### config.mk
export PLATFORM = sky130hd
export DESIGN_NAME = seg7_scan_n
export DESIGN_NICKNAME = d
export VERILOG_FILES = /design/src/rtl/seg7_scan_n.sv
export SDC_FILE = /design/constraint.sdc
export NUM_CORES = 1
export LEC_CHECK = 0
export ABC_AREA = 1
export CAP_MARGIN = 20
export CORE_UTILIZATION = 59
export CTS_CLUSTER_DIAMETER = 50
export CTS_CLUSTER_SIZE = 12
export DETAILED_ROUTE_END_ITERATION = 8
export PLACE_DENSITY_LB_ADDON = 0.2
export SYNTH_ARGS = -nofsm -noshare
export SYNTH_HDL_FRONTEND = slang
export SYNTH_SLANG_ARGS = --single-unit
### constraint.sdc
create_clock -name clk -period 4.6 [get_ports clk]
set_input_delay 0.69 -clock clk [delete_from_list [all_inputs] [get_ports clk]]
set_output_delay 0.69 -clock clk [all_outputs]
set_load 0.02 [all_outputs]
### src/rtl/seg7_scan_n.sv
// seg7_scan_n: N-digit multiplexed 7-segment scanner.
// One digit is driven per slot of DIV clocks. A full frame is sampled into
// shadow registers at the frame boundary so the display never tears, then
// decoded with leading-zero blanking, per-digit decimal point and blink.
// seg/an are registered; pin polarity is applied after the registers so that
// reset drives the inactive level without waiting for a clock edge.
module seg7_scan_n #(
    parameter int DIGITS      = 4,
    parameter int DIV         = 1000,
    parameter int BLINK_TICKS = 256,
    parameter int SEG_ACT_LOW = 1,
    parameter int AN_ACT_LOW  = 1
) (
    input  logic                  clk,
    input  logic                  reset,
    input  logic [4*DIGITS-1:0]   di,
    input  logic [DIGITS-1:0]     dp,
    input  logic [DIGITS-1:0]     blink_en,
    input  logic                  lzb,
    output logic [7:0]            seg,
    output logic [DIGITS-1:0]     an,
    output logic                  frame
);

    localparam int PW = (DIV > 1) ? $clog2(DIV) : 1;
    localparam int DW = (DIGITS > 1) ? $clog2(DIGITS) : 1;
    localparam int BW = (BLINK_TICKS > 1) ? $clog2(BLINK_TICKS) : 1;

    logic [PW-1:0]         pre_q;
    logic [DW-1:0]         dig_q;
    logic [BW-1:0]         blk_cnt_q;
    logic                  blk_ph_q;
    logic                  first_q;
    logic [4*DIGITS-1:0]   sh_di;
    logic [DIGITS-1:0]     sh_dp;
    logic [DIGITS-1:0]     sh_blink;
    logic                  sh_lzb;
    logic [7:0]            seg_q;
    logic [DIGITS-1:0]     an_q;
    logic                  frame_q;

    logic                  tick;
    logic                  last_dig;
    logic                  load;
    logic [DIGITS-1:0]     lz_mask;
    logic                  zero_run;
    logic [3:0]            nib;
    logic                  dp_bit;
    logic                  bl_bit;
    logic                  blank_bit;
    logic [6:0]            seg7;
    logic [7:0]            seg_d;
    logic [DIGITS-1:0]     an_d;

    assign tick     = (pre_q == PW'(DIV - 1));
    assign last_dig = (dig_q == DW'(DIGITS - 1));
    // Load once right after reset, then at every wrap back to digit 0.
    assign load     = first_q | (tick & last_dig);

    // Prescaler: free-running 0..DIV-1, tick on the last count.
    always_ff @(posedge clk or posedge reset) begin
        if (reset)      pre_q <= '0;
        else if (tick)  pre_q <= '0;
        else            pre_q <= pre_q + PW'(1);
    end

    // Digit index: advances once per slot and wraps after the last digit.
    always_ff @(posedge clk or posedge reset) begin
        if (reset)          dig_q <= '0;
        else if (tick) begin
            if (last_dig)   dig_q <= '0;
            else            dig_q <= dig_q + DW'(1);
        end
    end

    // Blink timing: count slots, flip the phase every BLINK_TICKS slots.
    always_ff @(posedge clk or posedge reset) begin
        if (reset) begin
            blk_cnt_q <= '0;
            blk_ph_q  <= 1'b0;
        end else if (tick) begin
            if (blk_cnt_q == BW'(BLINK_TICKS - 1)) begin
                blk_cnt_q <= '0;
                blk_ph_q  <= ~blk_ph_q;
            end else begin
                blk_cnt_q <= blk_cnt_q + BW'(1);
            end
        end
    end

    // Shadow frame sample; frame marks the cycle the new sample is live.
    always_ff @(posedge clk or posedge reset) begin
        if (reset) begin
            sh_di    <= '0;
            sh_dp    <= '0;
            sh_blink <= '0;
            sh_lzb   <= 1'b0;
            first_q  <= 1'b1;
            frame_q  <= 1'b0;
        end else begin
            frame_q <= load;
            if (load) begin
                sh_di    <= di;
                sh_dp    <= dp;
                sh_blink <= blink_en;
                sh_lzb   <= lzb;
                first_q  <= 1'b0;
            end
        end
    end

    // Leading-zero mask: digit i>0 blanks when it and all higher nibbles are 0.
    always_comb begin
        zero_run = 1'b1;
        lz_mask  = '0;
        for (int i = DIGITS - 1; i >= 1; i--) begin
            zero_run   = zero_run & (sh_di[4*i +: 4] == 4'h0);
            lz_mask[i] = zero_run & sh_lzb;
        end
    end

    // Pick the current digit's shadow fields and build the one-hot enable.
    always_comb begin
        nib       = 4'h0;
        dp_bit    = 1'b0;
        bl_bit    = 1'b0;
        blank_bit = 1'b0;
        an_d      = '0;
        for (int i = 0; i < DIGITS; i++) begin
            if (dig_q == DW'(i)) begin
                nib       = sh_di[4*i +: 4];
                dp_bit    = sh_dp[i];
                bl_bit    = sh_blink[i];
                blank_bit = lz_mask[i];
                an_d[i]   = 1'b1;
            end
        end
    end

    // Hex to segments, active-high {g,f,e,d,c,b,a}.
    always_comb begin
        case (nib)
            4'h0: seg7 = 7'h3F;
            4'h1: seg7 = 7'h06;
            4'h2: seg7 = 7'h5B;
            4'h3: seg7 = 7'h4F;
            4'h4: seg7 = 7'h66;
            4'h5: seg7 = 7'h6D;
            4'h6: seg7 = 7'h7D;
            4'h7: seg7 = 7'h07;
            4'h8: seg7 = 7'h7F;
            4'h9: seg7 = 7'h6F;
            4'hA: seg7 = 7'h77;
            4'hB: seg7 = 7'h7C;
            4'hC: seg7 = 7'h39;
            4'hD: seg7 = 7'h5E;
            4'hE: seg7 = 7'h79;
            default: seg7 = 7'h71;
        endcase
    end

    // Compose the next pin pattern; nothing is shown until the first sample exists.
    always_comb begin
        seg_d = {dp_bit, (blank_bit ? 7'h00 : seg7)};
        if (bl_bit && blk_ph_q) seg_d = 8'h00;
        if (first_q) begin
            seg_d = 8'h00;
        end
    end

    // Output registers, active-high internally.
    always_ff @(posedge clk or posedge reset) begin
        if (reset) begin
            seg_q <= 8'h00;
            an_q  <= '0;
        end else begin
            seg_q <= seg_d;
            an_q  <= first_q ? '0 : an_d;
        end
    end

    assign seg   = (SEG_ACT_LOW != 0) ? ~seg_q : seg_q;
    assign an    = (AN_ACT_LOW != 0) ? ~an_q : an_q;
    assign frame = frame_q;

endmodule

-- Yosys cells after proc, flatten, opt, wreduce, memory -nomap -nowiden
Memories as Yosys holds them, arrays and structs flattened.
Index checks and enable logic that the tools add are counted.
- ROM bits: 112
- output and inout port bits: 13
- latch bits: 0
- memories kept: 1
- bits in writable memories: 0
- flip-flop bits (word level): 60
- word-level logic and storage cells: 63
- multiplexer cells: 26
- magnitude comparators: 0
- reductions and logical operators: 6
- bitwise gates (word level): 10
- eq/ne operators: 5
- divide/modulo/power cells: 0
- $add $sub $neg: 3
- multipliers: 0
- shift operators: 0
- memories (name ; depth ; bits a word ; rd ports ; clocked after Yosys merged registers in ; wr ports ; RTL line ; RTL):
    (name not given) ; 16 ; 7 ; 1 ; 0 ; 0 ; 142 ; case (nib)
- operators by type and width (operator ; number):
    8-bit 2-to-1 mux ; 3
    4-bit 2-to-1 mux ; 5
    1-bit 2-to-1 mux ; 15
    4-bit zero test ; 3
    10-bit by 1-bit adder with 10-bit output, second input constant ; 1
    10-bit == test, second input constant ; 1
    10-bit 2-to-1 mux ; 1
    8-bit by 1-bit adder with 8-bit output, second input constant ; 1
    8-bit == test, second input constant ; 1
    8-bit NOT ; 1
    7-bit 2-to-1 mux ; 1
    1-bit AND ; 6
    2-bit == test, second input constant ; 2
    4-bit NOT ; 1
    2-bit by 1-bit adder with 2-bit output, second input constant ; 1
    2-bit by 1-bit == test with 1-bit output, second input constant ; 1
    2-bit zero test ; 1
    2-bit 2-to-1 mux ; 1
    2-bit AND reduction ; 1
    1-bit logical AND ; 1
    1-bit NOT ; 1
    1-bit OR ; 1

-- Logic depth before layout (Yosys ltp)
Gate-level depths: netlist of the first run.
- depth after elaboration: 10
- mapped depth: 15

-- Worst setup path before layout of the first run
Ideal clock, no wire load.
- path kind: reg2reg
- from: register dig_q[0]
- to: register seg_q[3]
- buffers on the path: 1
- arrival: 1882 ps
- stages on the path, launching flop included: 12
- setup time: 117 ps
- path slack: 2601 ps
- path through: dfrtp_1 inv_1 ha_1 buf_2 a21oi_1 nand2_1 a21boi_0 ha_1 nand2_1 nand2_1 nor2_1 nor2_1
- cells in the longest elaborated chain, start to end: 9
- elaborated cells on any way between the ends: 20
- classes of those cells: 3 x eq/ne; 14 x mux; 2 x reduce/logical; 1 x memory
- ends and longest elaborated chain (item ; RTL line ; RTL):
    start: declaration ; 30 ; logic [DW-1:0] dig_q;
    start signal: assignment ; 72 ; else dig_q <= dig_q + DW'(1);
    2-bit zero test ; 130 ; if (dig_q == DW'(i)) begin
    4-bit 2-to-1 mux (4 in a row) ; 130 ;
    memory 16 x 7 bit ; -- ;
    7-bit 2-to-1 mux ; 164 ; seg_d = {dp_bit, (blank_bit ? 7'h00 : seg7)};
    8-bit 2-to-1 mux (*) ; 165 ; if (bl_bit && blk_ph_q) seg_d = 8'h00;
    8-bit 2-to-1 mux (*) ; 166 ; if (first_q) begin
    via seg_d[3] ; 52 ; logic [7:0] seg_d;
    end signal: assignment ; 177 ; seg_q <= seg_d;
    end: declaration ; 38 ; logic [7:0] seg_q;
The timed path passes the listed nets; every way through them passes the cells marked *.
A chain may end at the register's enable or synchronous reset.

-- Worst setup path after layout of the first run
- from: register dig_q[1]
- to: register seg_q[3]
Same word-level chain as after synthesis.

==> impl_metrics.json, run 1 <==
{
  "fmax_mhz": 421,
  "report.final.slew_viol_count": 0,
  "path_cells": "inv_1, ha_1, inv_1, nand3_1, nand2_1, a21boi_0, ha_1, nand2_1, nand2_1, nor2_1, nor2_1",
  "first_iter_violations": 207,
  "worst_r2r_endpoint": "seg_q[3]",
  "mostFrequentLayoutCell": "nand2_1",
  "pin_count": 40,
  "synthMuxAreaShare_pct": 0,
  "synth_area_leaders": "dfrtp_1 (48%), nand2_1 (10%), inv_1 (8.2%), ha_1 (4.9%), o21ai_0 (4.5%)",
  "grt_start_max_net_pins": 61,
  "fin_tns_setup_ps": 0,
  "critPathKind": "reg2reg",
  "vias": 2544,
  "critPathSlowestCell": "a21boi_0",
  "final_cell_mix": "nand2_1 (85), inv_1 (66), dfrtp_1 (59)",
  "run_status": "finished, final reports clean",
  "via_per_inst": 5.15,
  "netlist_instances": 379,
  "startpoint_type": "flip-flop",
  "crit_required_ps": 4830,
  "cts_buffers": 9,
  "gr-total-overflow": 0,
  "crit_start": "dig_q[1]",
  "gp_congestion": 0.869,
  "cts_resized": 0,
  "period_needed_ps": 2380,
  "root_buffer": "clkbuf_8",
  "clk_pin_slew_worst_paths_ps": 60,
  "synth_top_area_cell": "dfrtp_1",
  "rsz0062_at_grt": "no",
  "max_stage_delay_ps": 500,
  "cp-end-kind": "flip-flop",
  "endpoint": "seg_q[3]",
  "drc": 0,
  "min_path_cells": 1,
  "cts_hold_buffers": 0,
  "area_growth_pct": 20.7,
  "wl_per_cell_um": 12.9,
  "placedInstanceArea_sq_mm": 0.00349,
  "worst_pin_slew_ps": 723,
  "vdd_drop_max_v": 0.000200,
  "grt_pass1_vias": 2458,
  "arrival_ps": 2610,
  "r2r_cells": 11,
  "antenna_left": 0,
  "syn_area_per_cell_sq_um": 8.13,
  "leakagePower_uw": 0.00187,
  "cts_tree": "built",
  "r2r_slack_ps": 2220,
  "clockBufferDepth": 2,
  "hp-class": "reg2reg",
  "clk_latency_ps": 340,
  "cts_setup_buffers": 0,
  "antenna_cells": 0,
  "synth_top_family_by_area": "simple AND/OR/NAND/NOR gates",
  "ys_seq_area_share_pct": 48.8,
  "crit_top_cell": "nand2_1",
  "cts.sinks": 60,
  "place_inst": 478,
  "core_sq_mm": 0.00488,
  "utilization_pct": 76.2,
  "r2r-start": "dig_q[1]",
  "design_area_sq_mm": 0.00372,
  "port_buffers": 39,
  "synth_compound_area_share_pct": 11.8,
  "synth_top_area_share_pct": 47.9,
  "instances_no_fill": 494,
  "synth_ff_type": "dfrtp_1",
  "grt_usage_pct": 26.3,
  "synth_nets": 418,
  "rows": 25,
  "cts_max_level": 3,
  "detailed_place_hpwl_mm": 4.37,
  "cp_max_fo": 8,
  "ys_seq_elements": 60,
  "die_x_um": 74.3,
  "initial_core_util_pct": 63.1,
  "clock_skew_ps": 5.00,
  "maxCapViolCount": 0,
  "nets": 462,
  "synthArstFlopShare_pct": 100,
  "setup_violations": 0,
  "synth.distinct_cells": 33,
  "dieHeight_um": 74.3,
  "synth.cell_area_sq_mm": 0.00308,
  "grt_pass1_wl_mm": 10.7,
  "maxSlewHeadroom_pct": 51.8,
  "synth_edf_count": 0,
  "drive_gt1_share_pct": 6.79,
  "routed_wl_mm": 6.37,
  "hold_viol_final": 0,
  "fin_crit_sh_pct": 51.7,
  "antenna_found_initial": 0,
  "yosys.area_share.adder_pct": 4.87,
  "synth_xor_area_share_pct": 0.853,
  "power_density_mw_per_mm2": 325,
  "synthSimpleGateAreaFrac_pct": 22.9,
  "die_area_sq_mm": 0.00551,
  "first_pass_iters": 4,
  "yosys_warnings": 0
}
[worst max-delay path, delay by kind of cell (launching register included)]
kind	cells	cell delay (ps)
buffers and inverters	2	250
and+or+nand+nor	6	490
DFF	1	400
AOI/OAI and AO/OA	1	500
adders and majority gates	2	640
[cells by family after synthesis]
logic type,after synthesis
AOI/OAI and AO/OA,65
xor gates and xnor gates,3
adders and majority gates,12
buffers and inverters,76
DFF,60
other,1
and+or+nand+nor,162
[stage by stage]
| stage | total power (uW) | hold slack (ps) | setup slack [ps] |
|---|---|---|---|
| after detailed placement | 727 | 479 | 2270 |
| after floorplan | 666 | 440 | 2430 |
| after global placement | 721 | 460 | 2430 |
| after global routing | 1270 | 511 | 2000 |
| after CTS | 1210 | 488 | 2260 |
| final | 1210 | 482 | 2220 |
[report_power, final]
group / switching (uW) / internal [uW] / total, uW
Sequential: 15.9 / 557 / 573
Combinational: 83.9 / 64.9 / 149
Clock: 195 / 292 / 487
Total: 295 / 914 / 1210
[registers in the layout (all words and copies together), names as in the netlist]
name       cells
an_q           4
blk_ph_q       1
sh_di         16
sh_dp          4
frame          1
dig_q          2
blk_cnt_q      8
sh_blink       4
seg_q          8
sh_lzb         1
first_q        1
pre_q         10
[synth_stat cells, types with 3 or more instances]
cell	instances
o21ai_2	3
nor3_1	5
nor2_1	33
inv_1	67
nand2_2	3
a21oi_1	24
nand2_1	85
buf_6	5
nand4_1	4
dfrtp_1	59
o21ai_1	4
o21ai_0	28
nand3_1	24
ha_1	12
[routing by layer]
layer / up-vias / global-route usage, % / wire [um]
met2: 64 / 43.9 / 3220
met1: 1198 / 32.6 / 2750
met3: 12 / 6.10 / 283
met4: 0 / 11.9 / 118
met5: - / 0 / 0
li1: 1270 / - / -
[cell type report]
cell class,instances,area [sq um]
Sequential cell,60,1500
Multi-Input combinational cell,243,1250
Fill cell,384,1160
Timing Repair Buffer,41,425
Inverter,68,255
Clock buffer,14,173
Tap cell,67,83.8
Clock inverter,1,30.0
[worst min-delay path by stage]
stage | slack (ps) | startpoint | endpoint
global placement | 460 | blk_ph_q | blk_ph_q
CTS | 490 | pre_q[0] | pre_q[0]
detailed placement | 480 | pre_q[0] | pre_q[0]
finish | 480 | pre_q[0] | pre_q[0]
floorplan | 440 | blk_ph_q | blk_ph_q
global route | 510 | pre_q[0] | pre_q[0]
Power figures use the tool's default switching activity.
==> run 2, diff against run 1 <==
Settings changed: CORE_UTILIZATION 59 to 55.
Clock period 4.6 ns to 2.2 ns, I/O delays scaled along.
==> run 2 against run 1 <==
Non-clock buffer count increased by 4; first-iteration DRC count down 22%; worst setup slack got worse by 2000 ps; largest cell class unchanged.
==> impl_metrics.json, run 2 (synthesis results as in run 1) <==
{
  "routed_wl_mm": 6.20,
  "max_stage_delay_ps": 420,
  "met1_usage_pct": 26.7,
  "grt_busiest_layer": "met2",
  "use_met2_pct": 40.3,
  "cts_hold_buffers": 0,
  "startpoint_type": "flip-flop",
  "grt_pass1_wl_mm": 10.7,
  "wl_per_cell_um": 12.4,
  "drc": 0,
  "critPathSlowestCell": "dfrtp_1",
  "cp-end-kind": "flip-flop",
  "antenna_found_initial": 0,
  "cts_max_level": 3,
  "die_area_sq_mm": 0.00590,
  "antenna_cells": 0,
  "maxCapViolCount": 0,
  "crit_start": "dig_q[0]",
  "placedInstanceArea_sq_mm": 0.00355,
  "cts_tree": "built",
  "first_iter_violations": 161,
  "arrival_ps": 2230,
  "final_cell_mix": "nand2_1 (84), inv_1 (66), dfrtp_1 (59)",
  "period_needed_ps": 2000,
  "mostFrequentLayoutCell": "nand2_1",
  "core_sq_mm": 0.00524,
  "fin_crit_sh_pct": 91.1,
  "grt_usage_pct": 23.5,
  "nFillCells": 425,
  "r2r_cells": 12,
  "top_regs": "sh_di: 16 flops, pre_q: 10 flops",
  "die_x_um": 76.8,
  "fin_tns_setup_ps": 0,
  "cts_buffers": 9,
  "pin_count": 40,
  "critPathKind": "reg2reg",
  "hold-worst-slack_ps": 314,
  "gr-total-overflow": 0,
  "rows": 26,
  "setup_violations": 0,
  "leakagePower_uw": 0.00188,
  "hp-class": "in2async",
  "grt_pass1_vias": 2519,
  "cts_resized": 0,
  "detailed_place_hpwl_mm": 4.60,
  "clk_pin_slew_worst_paths_ps": 60,
  "clk_latency_ps": 340,
  "gp_congestion": 0.917,
  "regMostFlops": "sh_di",
  "hold_viol_final": 0,
  "initial_core_util_pct": 58.8,
  "grt_start_max_net_pins": 23,
  "root_buffer": "clkbuf_8",
  "largest_reg_flops": 16,
  "cts_setup_buffers": 0,
  "port_buffers": 39,
  "area_growth_pct": 21.4,
  "power_density_mw_per_mm2": 633,
  "report.final.slew_viol_count": 0,
  "cp_max_fo": 11,
  "dieHeight_um": 76.8,
  "antenna_left": 0,
  "clockBufferDepth": 2,
  "vdd_drop_max_v": 0.000434,
  "worst_r2r_endpoint": "seg_q[3]",
  "design_area_sq_mm": 0.00374,
  "crit_top_cell": "nand2_1",
  "grt.met3_usage_pct": 4.17,
  "nets": 466,
  "first_pass_iters": 4,
  "fmax_mhz": 499,
  "drive_gt1_share_pct": 8.35,
  "run_status": "finished, final reports clean",
  "r2r-start": "dig_q[0]",
  "crit_required_ps": 2430,
  "rsz0062_at_grt": "no",
  "clock_skew_ps": 2.71,
  "path_cells": "inv_1, ha_2, a21oi_1, nand2_1, nand2_1, nand2_2, inv_1, ha_1, nand2_1, nand2_1, nor2_1, nor2_1",
  "cts.sinks": 60,
  "r2r_slack_ps": 200,
  "endpoint": "seg_q[3]",
  "via_per_inst": 5.23,
  "vias": 2618
}
==> run 2: cell types whose count changed in the layout (fill, tap and decap cells not counted), sizes merged <==
cell / before / now
bufinv: 1 / 0
clkbuf: 14 / 13
clkinv: 1 / 3
buf: 2 / 6
==> run 2: through the flow <==
step,worst slack (ps),instances,util [%],power [uW]
2_1_floorplan,201,379,-,1390
3_3_place_gp,232,486,67.9,1520
3_5_place_dp,85.0,486,67.9,1530
4_1_cts,47.9,501,71.1,2390
5_1_grt,22.9,501,71.4,2470
6_report,196,501,71.4,2370
==> run 2: metal layers <==
metal | vias to the layer above | routed length (um) | share of wire [%]
li1 | 1284 | - | -
met1 | 1247 | 2760 | 45
met2 | 66 | 3030 | 49
met3 | 21 | 207 | 3.3
met4 | 0 | 196 | 3.2
met5 | - | 0 | 0
==> run 2: how the worst min path moves through the flow <==
stage | slack [ps] | start | end
6_report | 310 | reset | blk_cnt_q[5]
5_1_grt | 360 | reset | blk_cnt_q[4]
4_1_cts | 320 | reset | blk_cnt_q[4]
3_5_place_dp | 470 | blk_ph_q | blk_ph_q
3_3_place_gp | 460 | blk_ph_q | blk_ph_q
2_1_floorplan | 440 | blk_ph_q | blk_ph_q
==> run 2: power by group <==
part	leakage [uW]	internal, uW	total, uW	switching, uW
registers	0.000759	1160	1200	31.6
clock network	0.0000893	460	855	394
logic	0.00103	142	317	175
==> run 2: final cells by class <==
class | instances | area (sq um) | area share [%]
clock inverter | 2 | 10.0 | 0.268
multi-input combinational | 243 | 1270 | 33.8
inverter | 68 | 255 | 6.82
sequential | 60 | 1500 | 40.2
timing repair buffer | 45 | 460 | 12.3
clock buffer | 13 | 159 | 4.25
tap | 70 | 87.6 | 2.34
==> run 2: critical path: cells and delay by family, from the launching register on <==
family	cells	cell delay, ps
adders and majority gates	2	610
and+or+nand+nor	7	560
DFF	1	420
buffers and inverters	2	230
AOI/OAI and AO/OA	1	70
